==> config.mk <==
export PLATFORM = sky130hd
export DESIGN_NAME = sfr_bus_arb_flat
export DESIGN_NICKNAME = d
export VERILOG_FILES = /design/src/rtl/sfr_bus_arb_if.sv /design/src/rtl/sfr_bus_arb.sv /design/src/flat_wrapper.sv
export SDC_FILE = /design/constraint.sdc
export NUM_CORES = 1
export LEC_CHECK = 0
export ABC_AREA = 1
export BUFFER_PORTS_ARGS = -buffer_cell sky130_fd_sc_hd__buf_4
export CAP_MARGIN = 40
export CORE_MARGIN = 4
export CORE_UTILIZATION = 45
export DETAILED_ROUTE_END_ITERATION = 16
export GPL_TIMING_DRIVEN = 0
export PLACE_DENSITY_LB_ADDON = 0.15
export SETUP_SLACK_MARGIN = 0.3
export SYNTH_ARGS = -nofsm -noshare
export SYNTH_HDL_FRONTEND = slang
export SYNTH_SLANG_ARGS = --single-unit
==> constraint.sdc <==
create_clock -name clk -period 1.2 [get_ports clk]
set_input_delay 0.18 -clock clk [delete_from_list [all_inputs] [get_ports clk]]
set_output_delay 0.18 -clock clk [all_outputs]
set_load 0.03 [all_outputs]
==> src/rtl/sfr_bus_arb_if.sv <==
// SFR bus arbiter bundle: two requesting masters plus the single SFR bus side.
// The slave modport is the arbiter's view; master is the view of whatever drives it.
interface sfr_bus_arb_if #(
  parameter int ADDR_W = 7,
  parameter int DATA_W = 8
);
  logic              m0_req;
  logic [1:0]        m0_op;
  logic [ADDR_W-1:0] m0_addr;
  logic [DATA_W-1:0] m0_wdata;
  logic [2:0]        m0_bit;
  logic              m0_ack;
  logic [DATA_W-1:0] m0_rdata;

  logic              m1_req;
  logic [1:0]        m1_op;
  logic [ADDR_W-1:0] m1_addr;
  logic [DATA_W-1:0] m1_wdata;
  logic [2:0]        m1_bit;
  logic              m1_ack;
  logic [DATA_W-1:0] m1_rdata;

  logic              sfr_wren;
  logic              sfr_rden;
  logic [ADDR_W-1:0] sfr_address;
  logic [DATA_W-1:0] sfr_data;
  logic [DATA_W-1:0] sfr_q;
  logic              busy;

  modport slave (
    input  m0_req, m0_op, m0_addr, m0_wdata, m0_bit,
    input  m1_req, m1_op, m1_addr, m1_wdata, m1_bit,
    input  sfr_q,
    output m0_ack, m0_rdata, m1_ack, m1_rdata,
    output sfr_wren, sfr_rden, sfr_address, sfr_data, busy
  );

  modport master (
    output m0_req, m0_op, m0_addr, m0_wdata, m0_bit,
    output m1_req, m1_op, m1_addr, m1_wdata, m1_bit,
    output sfr_q,
    input  m0_ack, m0_rdata, m1_ack, m1_rdata,
    input  sfr_wren, sfr_rden, sfr_address, sfr_data, busy
  );
endinterface

==> src/rtl/sfr_bus_arb.sv <==
// Two-master arbiter/sequencer for the 8051 SFR bus: read, write and atomic
// read-modify-write bit set/clear/toggle, one transaction at a time.
//
// state  | meaning
// IDLE   | no transaction; arbitrate and latch the winner's request
// RD     | one-cycle read strobe, capture sfr_q into winner's rdata
// WR     | one-cycle write strobe with latched data
// RMW_RD | read strobe, capture sfr_q into rdata and tmp
// RMW_WR | write strobe with tmp's selected bit replaced or inverted
// ACK    | one-cycle ack to the winner
module sfr_bus_arb #(
  parameter int ADDR_W     = 7,
  parameter int DATA_W     = 8,
  parameter int FIXED_PRIO = 0
) (
  input logic          clk,
  input logic          rst_n,
  sfr_bus_arb_if.slave bus
);

  typedef enum logic [2:0] {IDLE, RD, WR, RMW_RD, RMW_WR, ACK} state_t;

  state_t            r_state, w_next;
  logic              r_gnt, r_last, r_toggle;
  logic [ADDR_W-1:0] r_addr;
  logic [DATA_W-1:0] r_wdata, r_tmp, r_rdata0, r_rdata1;
  logic [2:0]        r_bit;

  logic              w_any, w_pick;
  logic [1:0]        w_op;
  logic [DATA_W-1:0] w_mod;

  // r_last resets to 1 so master 0 takes the first tie after reset
  always_comb begin
    w_any = bus.m0_req | bus.m1_req;
    if (bus.m0_req && bus.m1_req)
      w_pick = (FIXED_PRIO != 0) ? 1'b0 : ~r_last;
    else
      w_pick = bus.m1_req;
    w_op = w_pick ? bus.m1_op : bus.m0_op;
  end

  always_comb begin
    w_mod = r_tmp;
    if (r_toggle)
      w_mod[r_bit] = ~r_tmp[r_bit];
    else
      w_mod[r_bit] = r_wdata[0];
  end

  always_comb begin
    w_next = r_state;
    case (r_state)
      IDLE: begin
        if (w_any) begin
          case (w_op)
            2'b00:   w_next = RD;
            2'b01:   w_next = WR;
            default: w_next = RMW_RD;
          endcase
        end
      end
      RD:      w_next = ACK;
      WR:      w_next = ACK;
      RMW_RD:  w_next = RMW_WR;
      RMW_WR:  w_next = ACK;
      ACK:     w_next = IDLE;
      default: w_next = IDLE;
    endcase
  end

  always_comb begin
    bus.sfr_rden    = 1'b0;
    bus.sfr_wren    = 1'b0;
    bus.sfr_address = '0;
    bus.sfr_data    = '0;
    bus.m0_ack      = 1'b0;
    bus.m1_ack      = 1'b0;
    bus.busy        = (r_state != IDLE);
    case (r_state)
      RD, RMW_RD: begin
        bus.sfr_rden    = 1'b1;
        bus.sfr_address = r_addr;
      end
      WR: begin
        bus.sfr_wren    = 1'b1;
        bus.sfr_address = r_addr;
        bus.sfr_data    = r_wdata;
      end
      RMW_WR: begin
        bus.sfr_wren    = 1'b1;
        bus.sfr_address = r_addr;
        bus.sfr_data    = w_mod;
      end
      ACK: begin
        bus.m0_ack = ~r_gnt;
        bus.m1_ack = r_gnt;
      end
      default: ;
    endcase
  end

  assign bus.m0_rdata = r_rdata0;
  assign bus.m1_rdata = r_rdata1;

  always_ff @(posedge clk or negedge rst_n) begin
    if (!rst_n) begin
      r_state  <= IDLE;
      r_gnt    <= 1'b0;
      r_last   <= 1'b1;
      r_toggle <= 1'b0;
      r_addr   <= '0;
      r_wdata  <= '0;
      r_bit    <= '0;
      r_tmp    <= '0;
      r_rdata0 <= '0;
      r_rdata1 <= '0;
    end else begin
      r_state <= w_next;
      if (r_state == IDLE && w_any) begin
        r_gnt    <= w_pick;
        r_last   <= w_pick;
        r_toggle <= w_op[0];
        r_addr   <= w_pick ? bus.m1_addr  : bus.m0_addr;
        r_wdata  <= w_pick ? bus.m1_wdata : bus.m0_wdata;
        r_bit    <= w_pick ? bus.m1_bit   : bus.m0_bit;
      end
      if (r_state == RD || r_state == RMW_RD) begin
        r_tmp <= bus.sfr_q;
        if (r_gnt) r_rdata1 <= bus.sfr_q;
        else       r_rdata0 <= bus.sfr_q;
      end
    end
  end

endmodule

==> src/flat_wrapper.sv <==
// flat-port wrapper written by rule: the top's interface ports become plain ports
module sfr_bus_arb_flat 
#(
  parameter int ADDR_W     = 7,
  parameter int DATA_W     = 8,
  parameter int FIXED_PRIO = 0
)
  (clk, rst_n, bus_m0_req, bus_m0_op, bus_m0_addr, bus_m0_wdata, bus_m0_bit, bus_m1_req, bus_m1_op, bus_m1_addr, bus_m1_wdata, bus_m1_bit, bus_sfr_q, bus_m0_ack, bus_m0_rdata, bus_m1_ack, bus_m1_rdata, bus_sfr_wren, bus_sfr_rden, bus_sfr_address, bus_sfr_data, bus_busy);
  sfr_bus_arb_if #(.ADDR_W(ADDR_W), .DATA_W(DATA_W)) bus_i ();
  input logic clk;
  input logic rst_n;
  input wire logic [$bits(bus_i.m0_req)-1:0] bus_m0_req;
  input wire logic [$bits(bus_i.m0_op)-1:0] bus_m0_op;
  input wire logic [$bits(bus_i.m0_addr)-1:0] bus_m0_addr;
  input wire logic [$bits(bus_i.m0_wdata)-1:0] bus_m0_wdata;
  input wire logic [$bits(bus_i.m0_bit)-1:0] bus_m0_bit;
  input wire logic [$bits(bus_i.m1_req)-1:0] bus_m1_req;
  input wire logic [$bits(bus_i.m1_op)-1:0] bus_m1_op;
  input wire logic [$bits(bus_i.m1_addr)-1:0] bus_m1_addr;
  input wire logic [$bits(bus_i.m1_wdata)-1:0] bus_m1_wdata;
  input wire logic [$bits(bus_i.m1_bit)-1:0] bus_m1_bit;
  input wire logic [$bits(bus_i.sfr_q)-1:0] bus_sfr_q;
  output wire logic [$bits(bus_i.m0_ack)-1:0] bus_m0_ack;
  output wire logic [$bits(bus_i.m0_rdata)-1:0] bus_m0_rdata;
  output wire logic [$bits(bus_i.m1_ack)-1:0] bus_m1_ack;
  output wire logic [$bits(bus_i.m1_rdata)-1:0] bus_m1_rdata;
  output wire logic [$bits(bus_i.sfr_wren)-1:0] bus_sfr_wren;
  output wire logic [$bits(bus_i.sfr_rden)-1:0] bus_sfr_rden;
  output wire logic [$bits(bus_i.sfr_address)-1:0] bus_sfr_address;
  output wire logic [$bits(bus_i.sfr_data)-1:0] bus_sfr_data;
  output wire logic [$bits(bus_i.busy)-1:0] bus_busy;
  assign bus_i.m0_req = bus_m0_req;
  assign bus_i.m0_op = bus_m0_op;
  assign bus_i.m0_addr = bus_m0_addr;
  assign bus_i.m0_wdata = bus_m0_wdata;
  assign bus_i.m0_bit = bus_m0_bit;
  assign bus_i.m1_req = bus_m1_req;
  assign bus_i.m1_op = bus_m1_op;
  assign bus_i.m1_addr = bus_m1_addr;
  assign bus_i.m1_wdata = bus_m1_wdata;
  assign bus_i.m1_bit = bus_m1_bit;
  assign bus_i.sfr_q = bus_sfr_q;
  assign bus_m0_ack = bus_i.m0_ack;
  assign bus_m0_rdata = bus_i.m0_rdata;
  assign bus_m1_ack = bus_i.m1_ack;
  assign bus_m1_rdata = bus_i.m1_rdata;
  assign bus_sfr_wren = bus_i.sfr_wren;
  assign bus_sfr_rden = bus_i.sfr_rden;
  assign bus_sfr_address = bus_i.sfr_address;
  assign bus_sfr_data = bus_i.sfr_data;
  assign bus_busy = bus_i.busy;
  sfr_bus_arb #(.ADDR_W(ADDR_W), .DATA_W(DATA_W), .FIXED_PRIO(FIXED_PRIO)) u_core (.clk(clk), .rst_n(rst_n), .bus(bus_i));
endmodule
==> out/results.tsv <==
stage	metric	value	unit
status	status	finished, violations left	
status	failing checks	hold timing, setup timing	
pwr	internal power	7.34	mW
sta	final setup vio count	67	
flow_run	max_cap viols	0	
final_layout	fin nets	540	
worst_setup_path	worst-path cell chain	nor2_4 > buf_4 > a21oi_1 > o21ai_0 > nand3_1 > o21ai_4 > buf_6	
sta	WHS	-131	ps
global_routing	global-route wire length before repair	13.2	mm
pwr	maximum vdd drop	1.66	mV
worst_setup_path	Worst EP required	1020	ps
worst_setup_path	Worst R2R End	u_core.bus.m1_rdata[1]$_DFFE_PN0P_	
routing	routed len/inst	18.6	um
clocking	Clock Tree Buf Depth	2	
synth	Avg Cell Area, Syn	7.67	um^2
routing	Detail Route Antenna Nets	0	
worst_setup_path	CP arrival	1810	ps
die	Die Ht	83.4	um
global_routing	Total GRT Usage	0.235	
die	# rows	27	
placed_design	pre-CTS setup slack	-424	ps
sta	Worst Max-Slew Pin Slew	605	ps
final_layout	final cell count without fillers	561	
die	Die X	83.4	um
worst_setup_path	FF-to-FF setup slack	-590	ps
clocking	CTS sink cnt	48	
global_routing	largest net degree at the start of global routing	49	
routing	Total Wirelength	10.4	mm
routing	routed wl met2	5.51	mm
sta	crit path time final	1990	ps
placed_design	placed cell area	3450	um^2
pwr	Reg power frac	0.236	
synth	#FFs+latches synth	48	
routing	WL met1	3.56	mm
pwr	clock share of power	0.078	
final_layout	number of antenna diodes	0	
routing	via density per instance	5.60	
final_layout	post-route cell area	4560	um^2
sta	Final period util	1.66	
synth	Ys Warns	0	
sta	Slew Viols, Final	0	
sta	RSZ-0062 raised after global routing	yes	
placed_design	hpwl dp	5.12	mm
global_routing	grt ovf	0	
worst_setup_path	Worst R2R Start	u_core.r_state[0]$_DFFE_PN0P_	
synth	count of cell types in the netlist	30	
routing	DRC Markers	0	
synth	Synth Flop Type	dfrtp_1	
routing	TritonRoute pass-1 iters	5	
clocking	Num CTS Buffers	5	
worst_setup_path	Worst path max stage delay	470	ps
die	Ports	88	
global_routing	vias in the first global route	2912	
sta	Setup TNS	-24930	ps
routing	WL met3	797	um
die	CORE AREA	5510	um^2
synth	Synth async-reset ratio	1.00	
worst_setup_path	R2R cell count	12	
pwr	Sw Share	0.477	
sta	final worst setup slack	-793	ps
clocking	CTS clock-pin slew for the worst setup and hold paths	90	ps
worst_setup_path	Crit. End Element	output port	
synth	post-synth net total	385	
sta	Post-Route Skew	11.2	ps
pwr	power after layout	14.0	mW
clocking	clk root buf	clkbuf_8	
synth	Mapped Cells	333	
worst_setup_path	Critical Path Slowest Stage Cell	dfrtp_2	
clocking	CTS tree	yes	
clocking	htree depth	2	
die	DIE AREA	6950	um^2
clocking	clk_lat worst skew	310	ps
routing	uppermost routed layer	met4	
placed_design	Post-Place Cells	492	
final_layout	area delta synth->final	78.5	%
die	Starting Density	0.464	
hold_path	Worst Hold Class	input port to asynchronous set/reset pin	
sta	Final Hold Vio Count	47	
sta	Slew HR	0.597	
pwr	combinational cell fraction of total power	0.686	
worst_setup_path	CP max FO	6	
worst_setup_path	crit path kind	flop to output port	
routing	DR vias	3142	
worst_setup_path	critical path launch point type	flop	
sta	Fmax achieved	502	MHz
final_layout	layout cells sized above 1	0.548	
placed_design	RD Place Congestion	0.929	
routing	DR iter-0 viols	278	
pwr	Pleak	2.29	nW
synth	Mapped Area	2550	um^2
global_routing	initial antenna violation count	0	
placed_design	port bufs	87	
pwr	Pwr Density	3080	nW/um^2
pwr	Net Sw Power	6.70	mW
synth	register area share after synthesis	0.471	
synth	EDFF count, synth	0	
[critical path, delay by kind of cell, from the launching register on]
family                 cells  cell delay (ps)
AOI/OAI and AO/OA          3              370
buffers and inverters      2              280
DFF                        1              470
and+or+nand+nor            2              380
[cells in the mapped netlist, types with 2 or more instances]
cell / n / area [um^2]
buf_4: 2 / 15.0
nand2_2: 2 / 12.5
nor2_4: 2 / 22.5
nand4_1: 4 / 25.0
dfrtp_1: 47 / 1180
o21a_1: 2 / 15.0
nor2_1: 28 / 105
a31oi_1: 2 / 12.5
inv_2: 2 / 7.51
nor3_1: 2 / 10.0
nor4_1: 2 / 12.5
o21ai_1: 7 / 35.0
o22ai_1: 9 / 56.3
clkbuf_1: 4 / 15.0
o21ai_0: 62 / 310
buf_2: 5 / 25.0
nand2_1: 81 / 304
buf_6: 3 / 33.8
a21oi_1: 5 / 25.0
inv_1: 40 / 150
nand3_1: 13 / 65.1
[metrics by stage]
stage          hold slack, ps   util
2_1_floorplan            -116      -
3_3_place_gp              226  0.626
3_5_place_dp              224  0.626
4_1_cts                 -99.2  0.760
5_1_grt                 -82.9  0.828
6_report                 -131  0.828
[cell usage in the layout, fill, tap and decap left out, types with 2 or more instances in the layout]
| cell | netlist | routed |
|---|---|---|
| o21a_1 | 2 | 2 |
| nand2_2 | 2 | 30 |
| inv_2 | 2 | 9 |
| clkbuf_8 | 0 | 8 |
| nand2_4 | 1 | 11 |
| nor2_1 | 28 | 23 |
| o21ai_0 | 62 | 20 |
| a21oi_1 | 5 | 5 |
| nor2_4 | 2 | 4 |
| dfrtp_2 | 0 | 5 |
| nand2_1 | 81 | 42 |
| inv_4 | 1 | 5 |
| nand4_1 | 4 | 4 |
| o21ai_4 | 0 | 7 |
| clkbuf_1 | 4 | 2 |
| buf_8 | 0 | 4 |
| o21ai_1 | 7 | 32 |
| nor2_2 | 0 | 3 |
| buf_12 | 0 | 4 |
| inv_1 | 40 | 28 |
| o22ai_1 | 9 | 9 |
| a31oi_1 | 2 | 2 |
| buf_6 | 3 | 62 |
| buf_4 | 2 | 87 |
| o21ai_2 | 1 | 11 |
| nand3_1 | 13 | 9 |
| nand3_2 | 0 | 4 |
| dfrtp_1 | 47 | 42 |
[flip-flops by register name, indices dropped and copies added, names as in the netlist]
register,count
u_core.r_bit,3
u_core.r_state,3
u_core.bus.m0_rdata,8
u_core.r_toggle,1
u_core.r_last,1
u_core.r_wdata,8
u_core.r_gnt,1
u_core.r_addr,7
u_core.r_tmp,8
u_core.bus.m1_rdata,8
[logic make-up after synthesis]
kind of cell    Yosys count  synth area share
compound gates           90             0.196
simple gates            137             0.233
buf+inv                  58             0.100
flops                    48             0.471
[worst max-delay path by stage]
stage	end	from	cells past startpoint
after floorplan	bus_sfr_address[0]	u_core.r_state[0]$_DFFE_PN0P_	7
after global placement	bus_sfr_data[4]	u_core.r_bit[1]$_DFFE_PN0P_	9
after detailed placement	bus_sfr_data[4]	u_core.r_bit[1]$_DFFE_PN0P_	9
after CTS	bus_sfr_data[4]	u_core.r_bit[1]$_DFFE_PN0P_	10
after global routing	bus_sfr_data[1]	u_core.r_bit[2]$_DFFE_PN0P_	7
final	bus_sfr_data[1]	u_core.r_bit[2]$_DFFE_PN0P_	7
[layout make-up]
cell class	count	area, um^2
well taps	72	90.1
plain buffers	14	150
flip-flops and latches	48	1210
inverters	44	186
repair buffers	148	1380
multi-input cells	227	1450
clock buffers	8	100
fillers	321	946
[repair_timing]
action / in CTS / in global routing
cloned: 2 / 1
endpoints found under the setup margin: 84 / 84
gates resized for setup: 117 / 60
hold endpoints to repair: 47 / 47
buffers inserted: 35 / 23
pin swaps: 10 / 20
[power by group through the flow]
stage | combinational (mW) | sequential (mW) | clock [mW]
2_1_floorplan | 3.67 | 3.44 | 0
3_3_place_gp | 5.82 | 3.03 | 0
3_5_place_dp | 5.92 | 3.05 | 0
4_1_cts | 7.79 | 3.13 | 1.05
5_1_grt | 10.2 | 3.35 | 1.16
6_report | 9.63 | 3.31 | 1.09
[layer usage]
layer / vias to the layer above / GRT usage
met1: 1483 / 0.257
met3: 65 / 0.0585
met5: - / 0
met4: 0 / 0.0966
li1: 1392 / -
met2: 202 / 0.431
Power figures use the tool's default switching activity.
